--- config.mk ---
export PLATFORM = sky130hd
export DESIGN_NAME = sc_obc_sysreg_axil
export DESIGN_NICKNAME = d
export VERILOG_FILES = /design/src/rtl/sc_obc_sysreg_pkg.sv /design/src/rtl/sc_obc_irq_capture.sv /design/src/rtl/sc_obc_sysreg_axil.sv
export SDC_FILE = /design/constraint.sdc
export NUM_CORES = 1
export LEC_CHECK = 0
export CORE_MARGIN = 10
export CORE_UTILIZATION = 53
export CTS_CLUSTER_DIAMETER = 200
export CTS_CLUSTER_SIZE = 24
export DETAILED_ROUTE_END_ITERATION = 10
export GPL_TIMING_DRIVEN = 0
export PLACE_DENSITY_LB_ADDON = 0.15
export SLEW_MARGIN = 5
export SYNTH_ARGS = -nofsm -noshare
export SYNTH_HDL_FRONTEND = slang
export SYNTH_SLANG_ARGS = --single-unit
--- constraint.sdc ---
create_clock -name CLK -period 2.3 [get_ports CLK]
set_clock_uncertainty 0.1 [all_clocks]
set_input_delay 0.46 -clock CLK [delete_from_list [all_inputs] [get_ports CLK]]
set_output_delay 0.46 -clock CLK [all_outputs]
set_load 0.02 [all_outputs]
--- src/rtl/sc_obc_sysreg_pkg.sv ---
// Shared definitions for the OBC system register block.
// Holds the register byte offsets, the AXI response codes and the byte-strobe helpers.
package sc_obc_sysreg_pkg;

   localparam int unsigned OFS_VERSION  = 32'h00;
   localparam int unsigned OFS_SCRATCH  = 32'h04;
   localparam int unsigned OFS_CONTROL  = 32'h08;
   localparam int unsigned OFS_STATUS   = 32'h0C;
   localparam int unsigned OFS_IRQ_STAT = 32'h10;
   localparam int unsigned OFS_IRQ_EN   = 32'h14;
   localparam int unsigned OFS_UPTIME   = 32'h18;

   localparam logic [1:0] RESP_OKAY   = 2'b00;
   localparam logic [1:0] RESP_SLVERR = 2'b10;

   // Expand a 4-bit byte strobe into a 32-bit bit mask.
   function automatic logic [31:0] strb_mask(input logic [3:0] strb);
      logic [31:0] m;
      for (int i = 0; i < 4; i++) begin
         m[8*i +: 8] = {8{strb[i]}};
      end
      return m;
   endfunction

   // Replace only the strobed byte lanes of cur with wdata.
   function automatic logic [31:0] strb_merge(input logic [31:0] cur,
                                              input logic [31:0] wdata,
                                              input logic [3:0]  strb);
      logic [31:0] m;
      m = strb_mask(strb);
      return (cur & ~m) | (wdata & m);
   endfunction

endpackage

--- src/rtl/sc_obc_irq_capture.sv ---
// Edge-captured interrupt status with enable masking and a registered level IRQ.
// Ports: clk/reset (sync, active high); irq_in raw sources; clr W1C mask (already
// gated by the write commit); en enable mask; stat sticky status; irq level output.
module sc_obc_irq_capture #(
   parameter int unsigned NUM_IRQ = 8
) (
   input  logic               clk,
   input  logic               reset,
   input  logic [NUM_IRQ-1:0] irq_in,
   input  logic [NUM_IRQ-1:0] clr,
   input  logic [NUM_IRQ-1:0] en,
   output logic [NUM_IRQ-1:0] stat,
   output logic               irq
);

   logic [NUM_IRQ-1:0] irq_q;

   // A new rising edge is OR-ed in after the clear, so set beats clear in the same cycle.
   always_ff @(posedge clk) begin
      if (reset) begin
         irq_q <= '0;
         stat  <= '0;
         irq   <= 1'b0;
      end else begin
         irq_q <= irq_in;
         stat  <= (stat & ~clr) | (irq_in & ~irq_q);
         irq   <= |(stat & en);
      end
   end

endmodule

--- src/rtl/sc_obc_sysreg_axil.sv ---
// AXI4-Lite system register file for the PS: VERSION, SCRATCH, CONTROL, STATUS,
// IRQ_STAT (W1C), IRQ_EN and, with SC_OBC_SYSREG_UPTIME_EN defined, UPTIME at 0x18.
// Ports: CLK/RESET (sync, active high); S_AXI_* AXI4-Lite responder; CTRL_OUT control
// register; STATUS_IN live status; IRQ_IN rising-edge sources; IRQ level interrupt.
module sc_obc_sysreg_axil
   import sc_obc_sysreg_pkg::*;
#(
   parameter int unsigned ADDR_W   = 8,
   parameter logic [31:0] VERSION  = 32'h0001_0000,
   parameter int unsigned NUM_IRQ  = 8,
   parameter logic [31:0] CTRL_RST = 32'h0000_0000
) (
   input  logic               CLK,
   input  logic               RESET,
   input  logic [ADDR_W-1:0]  S_AXI_AWADDR,
   input  logic               S_AXI_AWVALID,
   output logic               S_AXI_AWREADY,
   input  logic [31:0]        S_AXI_WDATA,
   input  logic [3:0]         S_AXI_WSTRB,
   input  logic               S_AXI_WVALID,
   output logic               S_AXI_WREADY,
   output logic [1:0]         S_AXI_BRESP,
   output logic               S_AXI_BVALID,
   input  logic               S_AXI_BREADY,
   input  logic [ADDR_W-1:0]  S_AXI_ARADDR,
   input  logic               S_AXI_ARVALID,
   output logic               S_AXI_ARREADY,
   output logic [31:0]        S_AXI_RDATA,
   output logic [1:0]         S_AXI_RRESP,
   output logic               S_AXI_RVALID,
   input  logic               S_AXI_RREADY,
   output logic [31:0]        CTRL_OUT,
   input  logic [31:0]        STATUS_IN,
   input  logic [NUM_IRQ-1:0] IRQ_IN,
   output logic               IRQ
);

   localparam int unsigned IDX_W = ADDR_W - 2;

   // Word-index match against a byte offset; address bits [1:0] never take part.
   function automatic logic hit(input logic [IDX_W-1:0] idx, input int unsigned ofs);
      return idx == IDX_W'(ofs >> 2);
   endfunction

   logic               aw_full, w_full;
   logic [IDX_W-1:0]   aw_idx;
   logic [31:0]        w_data;
   logic [3:0]         w_strb;
   logic [31:0]        scratch, control;
   logic [NUM_IRQ-1:0] irq_en, irq_stat, irq_clr_c;
   logic               aw_hs_c, w_hs_c, ar_hs_c, commit_c;
   logic               aw_full_nx_c, w_full_nx_c, bvalid_nx_c, rvalid_nx_c;
   logic [1:0]         wr_resp_c, rd_resp_c;
   logic [31:0]        rd_data_c;
   logic [IDX_W-1:0]   ar_idx_c;
   logic               wr_scratch_c, wr_control_c, wr_irq_en_c, wr_irq_stat_c;
   logic               unused_addr_lsb;
`ifdef SC_OBC_SYSREG_UPTIME_EN
   logic [31:0]        uptime;
   logic               wr_uptime_c;
`endif

   assign unused_addr_lsb = ^{S_AXI_AWADDR[1:0], S_AXI_ARADDR[1:0]};
   assign CTRL_OUT        = control;

   // Handshakes and next state of the channel flags; one write outstanding at a time.
   always_comb begin
      aw_hs_c      = S_AXI_AWVALID && S_AXI_AWREADY;
      w_hs_c       = S_AXI_WVALID && S_AXI_WREADY;
      ar_hs_c      = S_AXI_ARVALID && S_AXI_ARREADY;
      commit_c     = aw_full && w_full && (!S_AXI_BVALID || S_AXI_BREADY);
      aw_full_nx_c = commit_c ? 1'b0 : (aw_full || aw_hs_c);
      w_full_nx_c  = commit_c ? 1'b0 : (w_full || w_hs_c);
      bvalid_nx_c  = commit_c || (S_AXI_BVALID && !S_AXI_BREADY);
      rvalid_nx_c  = ar_hs_c || (S_AXI_RVALID && !S_AXI_RREADY);
   end

   // Write decode of the buffered address; enables are qualified by the commit.
   always_comb begin
      wr_resp_c     = RESP_SLVERR;
      wr_scratch_c  = 1'b0;
      wr_control_c  = 1'b0;
      wr_irq_en_c   = 1'b0;
      wr_irq_stat_c = 1'b0;
`ifdef SC_OBC_SYSREG_UPTIME_EN
      wr_uptime_c   = 1'b0;
`endif
      if (hit(aw_idx, OFS_SCRATCH)) begin
         wr_resp_c    = RESP_OKAY;
         wr_scratch_c = commit_c;
      end else if (hit(aw_idx, OFS_CONTROL)) begin
         wr_resp_c    = RESP_OKAY;
         wr_control_c = commit_c;
      end else if (hit(aw_idx, OFS_IRQ_STAT)) begin
         wr_resp_c     = RESP_OKAY;
         wr_irq_stat_c = commit_c;
      end else if (hit(aw_idx, OFS_IRQ_EN)) begin
         wr_resp_c   = RESP_OKAY;
         wr_irq_en_c = commit_c;
      end
`ifdef SC_OBC_SYSREG_UPTIME_EN
      else if (hit(aw_idx, OFS_UPTIME)) begin
         wr_resp_c   = RESP_OKAY;
         wr_uptime_c = commit_c;
      end
`endif
      irq_clr_c = wr_irq_stat_c ? NUM_IRQ'(w_data & strb_mask(w_strb)) : '0;
   end

   // Read mux; sampled into RDATA on the AR handshake, so it sees pre-write values.
   always_comb begin
      ar_idx_c  = S_AXI_ARADDR[ADDR_W-1:2];
      rd_data_c = '0;
      rd_resp_c = RESP_OKAY;
      if (hit(ar_idx_c, OFS_VERSION))       rd_data_c = VERSION;
      else if (hit(ar_idx_c, OFS_SCRATCH))  rd_data_c = scratch;
      else if (hit(ar_idx_c, OFS_CONTROL))  rd_data_c = control;
      else if (hit(ar_idx_c, OFS_STATUS))   rd_data_c = STATUS_IN;
      else if (hit(ar_idx_c, OFS_IRQ_STAT)) rd_data_c = 32'(irq_stat);
      else if (hit(ar_idx_c, OFS_IRQ_EN))   rd_data_c = 32'(irq_en);
`ifdef SC_OBC_SYSREG_UPTIME_EN
      else if (hit(ar_idx_c, OFS_UPTIME))   rd_data_c = uptime;
`endif
      else                                  rd_resp_c = RESP_SLVERR;
   end

   // Channel state, holding buffers and RW registers.
   always_ff @(posedge CLK) begin
      if (RESET) begin
         aw_full       <= 1'b0;
         w_full        <= 1'b0;
         aw_idx        <= '0;
         w_data        <= '0;
         w_strb        <= '0;
         S_AXI_AWREADY <= 1'b0;
         S_AXI_WREADY  <= 1'b0;
         S_AXI_BVALID  <= 1'b0;
         S_AXI_BRESP   <= RESP_OKAY;
         S_AXI_ARREADY <= 1'b0;
         S_AXI_RVALID  <= 1'b0;
         S_AXI_RDATA   <= '0;
         S_AXI_RRESP   <= RESP_OKAY;
         scratch       <= '0;
         control       <= CTRL_RST;
         irq_en        <= '0;
      end else begin
         aw_full       <= aw_full_nx_c;
         w_full        <= w_full_nx_c;
         S_AXI_AWREADY <= !aw_full_nx_c;
         S_AXI_WREADY  <= !w_full_nx_c;
         S_AXI_BVALID  <= bvalid_nx_c;
         S_AXI_RVALID  <= rvalid_nx_c;
         S_AXI_ARREADY <= !rvalid_nx_c;
         if (aw_hs_c) aw_idx <= S_AXI_AWADDR[ADDR_W-1:2];
         if (w_hs_c) begin
            w_data <= S_AXI_WDATA;
            w_strb <= S_AXI_WSTRB;
         end
         if (commit_c) S_AXI_BRESP <= wr_resp_c;
         if (ar_hs_c) begin
            S_AXI_RDATA <= rd_data_c;
            S_AXI_RRESP <= rd_resp_c;
         end
         if (wr_scratch_c) scratch <= strb_merge(scratch, w_data, w_strb);
         if (wr_control_c) control <= strb_merge(control, w_data, w_strb);
         if (wr_irq_en_c)  irq_en  <= NUM_IRQ'(strb_merge(32'(irq_en), w_data, w_strb));
      end
   end

`ifdef SC_OBC_SYSREG_UPTIME_EN
   // Free-running uptime counter; any committed write clears it.
   always_ff @(posedge CLK) begin
      if (RESET)            uptime <= '0;
      else if (wr_uptime_c) uptime <= '0;
      else                  uptime <= uptime + 32'd1;
   end
`endif

   sc_obc_irq_capture #(.NUM_IRQ(NUM_IRQ)) u_irq (
      .clk    (CLK),
      .reset  (RESET),
      .irq_in (IRQ_IN),
      .clr    (irq_clr_c),
      .en     (irq_en),
      .stat   (irq_stat),
      .irq    (IRQ)
   );

endmodule
==> impl_metrics.json, run 1 <==
{
  "ant_nets": 0,
  "max_freq_mhz": 469,
  "holdPathStages": 2,
  "core_area_um2": 13100,
  "finalNetCount": 1059,
  "portBuffers": 165,
  "synth_cells": 773,
  "met1_usage_pct": 29.1,
  "power_density_nw_per_um2": 707,
  "crit_required_ns": 2.55,
  "rows": 42,
  "antennaDiodeCount": 0,
  "ys_top_cells_by_count": "dfxtp_1 (172), nand2_1 (121), nor2_1 (88), mux2i_1 (83), a21oi_1 (61)",
  "final.setup.worst_slack_ns": 0.170,
  "worstSetupStartpointType": "primary input",
  "start_util_pct": 53.5,
  "die_area_um2": 18300,
  "wirelength_um": 22100,
  "worstSetupEndpointType": "register",
  "drv_cap": 0,
  "rsz0062_at_grt": "no",
  "rrSetupSlack_ns": 0.34,
  "synth.largest_area_cell": "dfxtp_1",
  "synth_top_area_share_pct": 49.0,
  "path_class": "in2reg",
  "die_h_um": 135,
  "min_period_ns": 2.13,
  "avgSynthCellArea_um2": 9.10,
  "drcViolationCount": 0,
  "status": "complete, no violations",
  "drive_gt1_share_pct": 9.36,
  "die_x_um": 135,
  "clk_path_buf_depth": 2,
  "area_growth_pct": 35.9,
  "via_per_inst": 5.62,
  "setup_viol": 0,
  "fin_crit_sh_pct": 92.6,
  "ctsHtreeMaxLevel": 4,
  "gp_congestion": 0.868,
  "leakage_nw": 3.90,
  "io_pins": 173,
  "track_usage_pct": 24.1,
  "first_global_vias": 6657,
  "ys_async_sr_fraction_pct": 0,
  "multi_input_area_um2": 3340,
  "yosys_warnings": 0,
  "synth_area_leaders": "dfxtp_1 (49%), mux2i_1 (12%), nand2_1 (6.5%)",
  "firstDrtPassIters": 6,
  "clock-sinks": 172,
  "ff2ff_path_depth": 5,
  "grt_antenna_before_repair": 0,
  "fillers": 991,
  "grt_pass1_wl_um": 35100,
  "regArea_um2": 3440,
  "worstMarginPinSlew_ns": 0.950,
  "r2r_start": "aw_idx[0]$_SDFFE_PP0P_",
  "yosysMostFrequentCell": "dfxtp_1",
  "cts_tree": "yes",
  "clk_latency_ns": 0.43,
  "max-slew-margin-rel_pct": 36.2,
  "stdcell_count": 1148,
  "pre_cts_slack_ns": -0.403,
  "wl_per_cell_um": 19.3,
  "cp_max_fo": 10,
  "holdPathEnd": "S_AXI_RDATA[10]$_SDFFE_PP0P_",
  "synth_cell_types": 41,
  "hold_class": "reg2reg",
  "post-place-cells": 1115,
  "drt-initial-drc-count": 449,
  "final_hold_viol_count": 0,
  "synth_seq_cells": 172,
  "synth-seq-area-share_pct": 49.0,
  "synth_edf_count": 0,
  "ys.flop_type": "dfxtp_1",
  "use_met2_pct": 38.3,
  "overflow": 0,
  "grt_max_degree": 17,
  "netlist_area_um2": 7030,
  "gr-usage-met3_pct": 8.75,
  "cts_made_buffers": 17,
  "hpwl_um": 16500,
  "whs_ns": 0.357,
  "root_buffer": "clkbuf_16",
  "ir_drop_mv": 0.510,
  "fin_tns_setup_ns": 0,
  "path_clk_slew_ns": 0.06,
  "finalPower_mw": 6.76,
  "cp_data_arrival_time_ns": 2.38,
  "slew_viol_final": 0,
  "grt_busiest_layer": "met2",
  "min_from": "S_AXI_RDATA[10]$_SDFFE_PP0P_",
  "via_count": 6453
}
report_power, final:
group	total (mW)	internal [mW]	switching, mW
Combinational	0.588	0.280	0.308
Clock	3.07	1.93	1.14
Sequential	3.10	3.05	0.0559
critical path, cell delays in order:
cell and delay (ns):
clkdlybuf4s50_1 0.61, nor2b_1 0.49, clkbuf_1 0.47, a22oi_1 0.17
o21ai_0 0.17
cell usage in the layout (no fill, tap or decap), drive strengths merged, types with 13 or more instances in the layout:
cell type | Yosys | routed
clkbuf | 30 | 55
mux2 | 23 | 23
a21oi | 61 | 61
o21ai | 44 | 44
nand2 | 121 | 121
buf | 21 | 23
dfxtp | 172 | 172
a22oi | 33 | 33
nand2b | 13 | 13
clkdlybuf4s50 | 0 | 165
nor2 | 88 | 88
mux2i | 83 | 83
how the worst max path moves through the flow:
stage                     from                           end  slack, ns  cells after the start
2_1_floorplan     S_AXI_BREADY                      register       0.70                      5
4_1_cts        S_AXI_ARADDR[7]  S_AXI_RDATA[28]$_SDFFE_PP0P_       0.03                      5
3_3_place_gp   S_AXI_ARADDR[7]  S_AXI_RDATA[11]$_SDFFE_PP0P_      -0.34                      5
3_5_place_dp   S_AXI_ARADDR[7]  S_AXI_RDATA[12]$_SDFFE_PP0P_      -0.40                      5
6_report       S_AXI_ARADDR[3]  S_AXI_RDATA[29]$_SDFFE_PP0P_       0.17                      5
5_1_grt        S_AXI_ARADDR[3]  S_AXI_RDATA[20]$_SDFFE_PP0P_       0.04                      5
layer usage:
metal	wire, um	vias up
met5	0	-
met4	472	0
met3	2170	42
met2	10200	289
met1	9310	3069
li1	-	3053
layout make-up:
| cell class | count | area share (%) |
|---|---|---|
| Tap cell | 176 | 2.30 |
| Timing Repair Buffer | 167 | 17.4 |
| Clock buffer | 25 | 5.18 |
| Inverter | 10 | 0.393 |
| Clock inverter | 6 | 1.39 |
| Sequential cell | 172 | 36.0 |
| Multi-Input combinational cell | 541 | 35.0 |
| Buffer | 51 | 2.30 |
stage by stage:
step	utilization [%]	area [um2]
6_report	72.8	9560
3_3_place_gp	67.8	8910
3_5_place_dp	67.8	8910
4_1_cts	72.6	9540
2_1_floorplan	-	7040
5_1_grt	72.8	9560
kinds of logic (layout without fill, tap and decap cells):
family	after synthesis	in the layout	synth area share [%]
and+or+nand+nor	274	274	18.6
AOI/OAI and AO/OA	158	158	13.1
other	1	2	0.0533
buffers and inverters	61	259	3.65
muxes	106	106	15.5
DFF	172	172	49.0
xor gates and xnor gates	1	1	0.125
repair_timing:
item / CTS / global route
hold buffers: 0 / 0
gates resized for setup: 0 / 4
setup endpoints to repair: 0 / 21
buffers inserted: 0 / 2
No activity file was read; power rests on OpenSTA's default activity.
==> run 2: changes to the inputs <==
--- a/config.mk
+++ b/config.mk
@@ -6,8 +6,8 @@
 export NUM_CORES = 1
 export LEC_CHECK = 0
 export CORE_MARGIN = 10
-export CORE_UTILIZATION = 53
-export CTS_CLUSTER_DIAMETER = 200
+export CORE_UTILIZATION = 36
+export CTS_CLUSTER_DIAMETER = 40
 export CTS_CLUSTER_SIZE = 24
 export DETAILED_ROUTE_END_ITERATION = 10
 export GPL_TIMING_DRIVEN = 0
==> impl_metrics.json, run 2 (synthesis results as in run 1) <==
{
  "status": "complete, no violations",
  "rrSetupSlack_ns": 0.25,
  "setup_viol": 0,
  "first_global_vias": 6074,
  "cts_tree": "yes",
  "ant_nets": 0,
  "path_clk_slew_ns": 0.06,
  "worstMarginPinSlew_ns": 0.855,
  "area_growth_pct": 37.3,
  "drv_cap": 0,
  "drive_gt1_share_pct": 9.35,
  "leakage_nw": 3.89,
  "clk_path_buf_depth": 2,
  "io_pins": 173,
  "cp_data_arrival_time_ns": 2.47,
  "worstSetupStartpointType": "primary input",
  "power_density_nw_per_um2": 697,
  "ff2ff_path_depth": 6,
  "firstDrtPassIters": 4,
  "fin_crit_sh_pct": 96.4,
  "route.met3.wl_um": 1600,
  "drcViolationCount": 0,
  "grt_pass1_wl_um": 34800,
  "hold_class": "reg2reg",
  "final_hold_viol_count": 0,
  "core_area_um2": 19300,
  "cp_max_fo": 10,
  "crit_start": "S_AXI_ARVALID",
  "grt_antenna_before_repair": 4,
  "wl_per_cell_um": 17.9,
  "endpoint": "S_AXI_RDATA[15]$_SDFFE_PP0P_",
  "clk_latency_ns": 0.43,
  "ctsHtreeMaxLevel": 4,
  "fillers": 1881,
  "r2r_start": "S_AXI_ARREADY$_SDFF_PP0_",
  "min_period_ns": 2.22,
  "die_x_um": 160,
  "die_area_um2": 25500,
  "layout_common_cells": "dfxtp_1 (172), clkdlybuf4s50_1 (165), nand2_1 (121), nor2_1 (88), mux2i_1 (83)",
  "cts_made_buffers": 17,
  "die_h_um": 160,
  "ir_drop_mv": 0.551,
  "root_buffer": "clkbuf_16",
  "max-slew-margin-rel_pct": 42.6,
  "worstSetupEndpointType": "register",
  "routed.top_layer": "met5",
  "overflow": 0,
  "rows": 51,
  "drt-met1-wl_um": 10400,
  "stdcell_area_um2": 9650,
  "start_util_pct": 36.4,
  "ctsResizeCount": 0,
  "final_common_cell": "dfxtp_1",
  "r2r-end": "S_AXI_RDATA[15]$_SDFFE_PP0P_",
  "via_per_inst": 4.90,
  "crit_required_ns": 2.55,
  "max_freq_mhz": 451,
  "post-place-cells": 1204,
  "wl_met2_um": 9810,
  "finalNetCount": 1059,
  "wirelength_um": 22200,
  "slew_viol_final": 0,
  "hold_buffers": 0,
  "hpwl_um": 16900,
  "path_class": "in2reg",
  "gp_congestion": 0.799,
  "portBuffers": 165,
  "stdcell_count": 1239,
  "clock-sinks": 172,
  "rsz0062_at_grt": "no",
  "via_count": 6074,
  "track_usage_pct": 17.0,
  "grt_max_degree": 17,
  "drt-initial-drc-count": 361,
  "place_area_um2": 9020
}
-- run 2: cell types whose count changed in the layout (fill, tap and decap cells not counted), sizes merged --
cell,change
clkinv,+6
clkbuf,-5
diode,+1
-- run 2: metal layers --
metal | vias to the layer above | track usage (%)
met2 | 153 | 26.2
met3 | 26 | 6.04
met4 | 6 | 5.39
met1 | 2841 | 21.8
li1 | 3048 | -
met5 | - | 0
-- run 2: critical path, stage by stage --
cell and delay (ns):
clkdlybuf4s50_1 0.44, and2_1 0.17, clkbuf_1 0.20, nor2_1 0.51, clkbuf_1 0.49, nand2_1 0.10, o21ai_0 0.09
-- run 2: timing repair --
action                     4_1_cts  5_1_grt
buffers inserted                 0        2
setup endpoints to repair        0       19
hold endpoints to repair         0        0
-- run 2: power breakdown --
part	internal, mW	total, mW	switching [mW]
clock	1.84	3.05	1.21
sequential	3.05	3.10	0.0534
combinational	0.280	0.582	0.302
-- run 2: cell type report --
type                    count  area (um2)  share of cell area (%)
diodes                      1        2.50                  0.0259
plain buffers              51         219                    2.27
clock buffers              20         447                    4.63
clock inverters            12         170                    1.76
inverters                  10        37.5                   0.389
multi-input cells         541        3340                    34.6
flip-flops and latches    172        3440                    35.7
well taps                 265         332                    3.43
repair buffers            167        1670                    17.3
-- run 2: metrics by stage --
stage / power [mW] / worst slack [ns] / setup TNS, ns / hold slack, ns / util [%]
final: 6.73 / 0.0832 / 0 / 0.353 / 49.9
after global placement: 3.75 / -0.308 / -19.33 / 0.335 / 46.6
after CTS: 6.77 / 0.120 / 0 / 0.355 / 49.8
after detailed placement: 3.75 / -0.325 / -19.60 / 0.343 / 46.6
after global routing: 6.95 / 0.00279 / 0 / 0.369 / 49.9
after floorplan: 3.43 / 0.702 / 0 / 0.336 / -
-- run 2: worst min-delay path by stage --
stage,start,end,slack [ns],depth (start not counted)
finish,S_AXI_RDATA[10]$_SDFFE_PP0P_,S_AXI_RDATA[10]$_SDFFE_PP0P_,0.35,2
global route,aw_idx[4]$_SDFFE_PP0P_,aw_idx[4]$_SDFFE_PP0P_,0.37,2
CTS,aw_idx[4]$_SDFFE_PP0P_,aw_idx[4]$_SDFFE_PP0P_,0.36,2
detailed placement,S_AXI_RDATA[10]$_SDFFE_PP0P_,S_AXI_RDATA[10]$_SDFFE_PP0P_,0.34,2
global placement,S_AXI_RDATA[31]$_SDFFE_PP0P_,S_AXI_RDATA[31]$_SDFFE_PP0P_,0.33,2
floorplan,aw_idx[4]$_SDFFE_PP0P_,aw_idx[4]$_SDFFE_PP0P_,0.34,2
==> RTL edit 1: new RTL, flow settings as in run 1 <==
Build with the macro `SC_OBC_SYSREG_UPTIME_EN` defined.
--- a/src/rtl/sc_obc_sysreg_axil.sv
+++ b/src/rtl/sc_obc_sysreg_axil.sv
@@ -2,6 +2,8 @@
 // IRQ_STAT (W1C), IRQ_EN and, with SC_OBC_SYSREG_UPTIME_EN defined, UPTIME at 0x18.
 // Ports: CLK/RESET (sync, active high); S_AXI_* AXI4-Lite responder; CTRL_OUT control
 // register; STATUS_IN live status; IRQ_IN rising-edge sources; IRQ level interrupt.
+`define SC_OBC_SYSREG_UPTIME_EN
+
 module sc_obc_sysreg_axil
    import sc_obc_sysreg_pkg::*;
 #(
Function: changed (a bounded check fails within 4 cycles, from zero or initial values and one cycle with RESET high).
==> RTL edit 1 against run 1 <==
- wire length increased by 38%
- area after synthesis increased by 29%
- die area increased by 25%
- global-route usage increased by 1.5 points
- sequential share of layout area decreased by 0.43 points
- synthesized cell count increased by 48%
- clock power decreased by 28%
- combinational power increased by 25%
- sequential cell count increased by 32
- power decreased by 1.9%
- final area increased by 20%
- non-clock buffer count increased by 48
- setup slack got worse by 0.11 ns
==> RTL edit 1: results <==
[worst_setup_path]
arrival_ns = 2.51
r2r_start = aw_full

[finish]
fin_nets = 1420
final_layout_size_suffix_gt1_share_pct = 5.76
final_cells = 1540
fillers = 1438

[global_route]
grt_max_degree = 25
grt_util_all_layers_pct = 25.5
grt_first_pass_wirelength_um = 47200
grt_pass1_vias = 8697

[cts]
cts.path.max_buffers = 3
cts.htree.levels = 1
clk_latency_ns = 0.47

[logic_synthesis]
synth_compound_area_share_pct = 22.9
muxShareOfSynthArea_pct = 1.95
synth.yosys.seq_area_share_pct = 44.9
synth_commonest_cells = 204 x dfxtp_1, 155 x a21oi_1, 127 x nand2_1, 118 x nor2_1, 89 x o21ai_0

[routing]
drt_iter0_drc = 1104
routed-via-count = 9299

[hold_path]
hp-class = in -> reg
hold_path_end = aw_idx[4]
min_from = S_AXI_AWVALID

[timing]
holdWs_ns = 0.262
worst-slew-pin-transition_ns = 1.13

[power_and_ir_drop]
leakagePower_uw = 0.00372
pwr-share-clk_pct = 33.6

[placed_design]
gp_congestion = 0.947
io_buffers = 163
dp_hpwl_um = 22800

[status]
status = finished, final reports clean
-- RTL edit 1: cell types whose count changed after synthesis, sizes merged, moves of 26 or more --
cell,delta
dfxtp,+32
a21oi,+94
nand3,+81
a22oi,-26
clkbuf,+42
o21ai,+45
mux2i,-72
nor2,+31
-- RTL edit 1: routing by layer --
| metal | wire length [um] | vias up | track usage [%] | part of all wire, % |
|---|---|---|---|---|
| li1 | - | 4415 | - | - |
| met1 | 12800 | 4317 | 35.2 | 42 |
| met3 | 3360 | 49 | 5.25 | 11 |
| met4 | 609 | 0 | 5.87 | 2.0 |
| met2 | 13800 | 518 | 40.2 | 45 |
| met5 | 0 | - | 0 | 0 |
-- RTL edit 1: metrics by stage --
step	worst slack [ns]	power, uW	util [%]	cell area [sq um]	TNS [ns]
2_1_floorplan	0.191	4110	-	9110	0
3_3_place_gp	-0.702	4440	66.0	11000	-42.65
3_5_place_dp	-0.766	4460	66.0	11000	-48.99
4_1_cts	0.00203	6600	68.4	11400	0
5_1_grt	0.000945	6820	68.7	11500	0
6_report	0.0557	6630	68.7	11500	0
-- RTL edit 1: worst max-delay path, stage by stage, from the launching register on --
cell and delay [ns]:
dfxtp_1 0.38, and2_0 0.13, clkbuf_1 0.25, and2_1 0.17
clkbuf_1 0.26, a31o_2 0.26, buf_2 0.26, buf_4 0.25
a21oi_1 0.07
-- RTL edit 1: layout make-up --
class / count / area share (%)
sequential: 204 / 35.6
timing repair buffer: 167 / 14.5
tap: 220 / 2.40
buffer: 99 / 3.82
multi-input combinational: 823 / 40.3
inverter: 13 / 0.425
clock buffer: 13 / 2.84
clock inverter: 1 / 0.142
-- RTL edit 1: repair_timing --
item                       4_1_cts  5_1_grt
setup endpoints to repair       70       55
buffers inserted                 3        1
pin swaps                        1        3
resized for setup               17       23
==> RTL edit 2: new RTL, config.mk and constraints of run 1 <==
Made on the original files. Register the output `IRQ`, with the module's reset; this adds one clock of latency there. The other outputs are not delayed to match. Comments in the files are not updated.
--- a/src/rtl/sc_obc_sysreg_axil.sv
+++ b/src/rtl/sc_obc_sysreg_axil.sv
@@ -36,6 +36,8 @@
 );
 
    localparam int unsigned IDX_W = ADDR_W - 2;
+
+   logic IRQ_d;
 
    // Word-index match against a byte offset; address bits [1:0] never take part.
    function automatic logic hit(input logic [IDX_W-1:0] idx, input int unsigned ofs);
@@ -183,7 +185,15 @@
       .clr    (irq_clr_c),
       .en     (irq_en),
       .stat   (irq_stat),
-      .irq    (IRQ)
+      .irq    (IRQ_d)
    );
 
+   always_ff @(posedge CLK) begin
+      if (RESET) begin
+         IRQ <= '0;
+      end else begin
+         IRQ <= IRQ_d;
+      end
+   end
+
 endmodule
Behaviour: no difference found for any inputs over 4 cycles, from zero or initial values and one cycle with RESET high; that may be too few to reach the edited logic, so the function may still have changed.
==> RTL edit 2 against run 1 <==
- setup slack got worse by 0.019 ns
- wire length down 2.4%
- sequential cell count is 1 higher
- area after synthesis about the same
- power shrank 2.2%
- final area decreased by 0.29%
- non-clock buffer count grew 2
- clock power is 5% lower
==> RTL edit 2: results <==
[placed_design]
dp_hpwl_um = 15800
io_buffers = 163
gp_congestion = 0.910
place_area_sq_um = 8890

[logic_synthesis]
synth.yosys.seq_area_share_pct = 49.2
synthTopCellsByArea = dfxtp_1 49%, mux2i_1 14%, a21oi_1 5.2%
synthArstFlopShare_pct = 0
ys.flop_type = dfxtp_1
postSynthCellCount = 748
synth.distinct_cells = 39
yosysWarningCount = 0
synth_commonest_cells = 173 x dfxtp_1, 96 x mux2i_1, 88 x nand2_1, 76 x nor2_1, 73 x a21oi_1

[global_route]
grt_util_all_layers_pct = 23.3
grt_first_pass_wirelength_um = 34100
grt_pass1_vias = 6408
grt_max_degree = 17

[worst_setup_path]
crit_slowest_cell = clkdlybuf4s50_1
arrival_ns = 2.38
path_max_fanout = 10
crit_path_end_kind = flip-flop
max_stage_delay_ns = 0.55
r2r_start = aw_idx[0]
r2r_cells = 5
path_delay_family = buffers and inverters
r2r_setup_slack_ns = 0.21

[power_and_ir_drop]
peakVddDrop_uv = 452
leakagePower_uw = 0.00387
power.internal_uw = 5090

[cts]
path_clk_slew_ns = 0.06
clk_latency_ns = 0.43
root_buffer = clkbuf_16
numCtsBuffers = 17
cts.htree.levels = 4

[hold_path]
min_path_cells = 3
min_from = S_AXI_AWVALID
hp-class = in -> reg
hold_path_end = aw_idx[5]

[timing]
worst-slew-pin-transition_ns = 0.913
timing.fmax_mhz = 465

[status]
status = finished, final reports clean

[floorplan]
core_area_sq_um = 13100

[finish]
antenna_cells = 0
fillers = 980
final_layout_size_suffix_gt1_share_pct = 8.45
final_cells = 1123
fin_nets = 1034

[routing]
dr.pass1.iters = 6
drt_iter0_drc = 591
vias_per_cell = 5.65
wl_per_cell_um = 19.2
## RTL edit 2: cell types whose count changed after synthesis, sizes merged, moves of 6 or more
cell,run 1,this run
o211ai,6,0
mux2,23,16
o32ai,0,8
o21ai,44,31
nor4bb,1,7
nand2b,13,26
mux2i,83,96
nand2,121,88
and4bb,8,0
nor2,88,77
a21oi,61,73
a22o,0,8
a31oi,8,0
## RTL edit 2: power groups by stage
stage | Combinational [uW] | Sequential (uW) | Clock [uW]
5_1_grt | 607 | 3120 | 3060
2_1_floorplan | 265 | 3170 | 0
3_3_place_gp | 541 | 3180 | 0
3_5_place_dp | 552 | 3180 | 0
4_1_cts | 557 | 3110 | 2930
6_report | 562 | 3120 | 2930
## RTL edit 2: cell type report
cell class | instances | area (sq um) | area share, %
buffer | 52 | 239 | 2.51
clock buffer | 21 | 460 | 4.83
clock inverter | 10 | 140 | 1.47
inverter | 9 | 33.8 | 0.354
multi-input combinational | 514 | 3310 | 34.7
sequential | 173 | 3460 | 36.3
tap | 176 | 220 | 2.31
timing repair buffer | 168 | 1670 | 17.5
## RTL edit 2: kinds of logic after synthesis
kind of cell              synth area share (%)
DFF                                       49.2
other                                   0.0533
muxes                                     16.2
and+or+nand+nor                           16.8
xor gates and xnor gates                 0.124
buffers and inverters                     3.89
AOI/OAI and AO/OA                         13.7
## RTL edit 2: worst max-delay path by stage
stage,startpoint,to,slack [ns],cells past startpoint
after floorplan,S_AXI_ARADDR[5],S_AXI_RDATA[21],0.44,5
after CTS,S_AXI_ARADDR[4],S_AXI_RDATA[22],0.13,6
after global routing,S_AXI_ARADDR[2],S_AXI_RDATA[0],-0.002,7
final,S_AXI_ARADDR[2],S_AXI_RDATA[5],0.15,7
after global placement,S_AXI_BREADY,flip-flop,-0.45,6
after detailed placement,S_AXI_BREADY,flip-flop,-0.57,6
## RTL edit 2: metal layers
| layer | vias to the layer above | routed length (um) | global-route usage, % |
|---|---|---|---|
| met5 | - | 0 | 0 |
| met4 | 0 | 471 | 9.15 |
| met3 | 37 | 1870 | 6.01 |
| met2 | 276 | 10100 | 37.3 |
| met1 | 3051 | 9160 | 29.4 |
| li1 | 2984 | - | - |
## RTL edit 2: metrics by stage
step	setup WS, ns	TNS (ns)	hold slack [ns]
2_1_floorplan	0.436	0	0.314
3_3_place_gp	-0.449	-24.94	0.336
3_5_place_dp	-0.571	-33.58	0.339
4_1_cts	0.129	0	0.277
5_1_grt	-0.00179	-0.00179	0.309
6_report	0.151	0	0.280
## RTL edit 2: repair_timing
| action | in CTS | in global routing |
|---|---|---|
| buffers inserted | 4 | 1 |
| cloned | 0 | 0 |
| pin swaps | 3 | 0 |
| endpoints found under the setup margin | 17 | 22 |
| resized for setup | 0 | 6 |
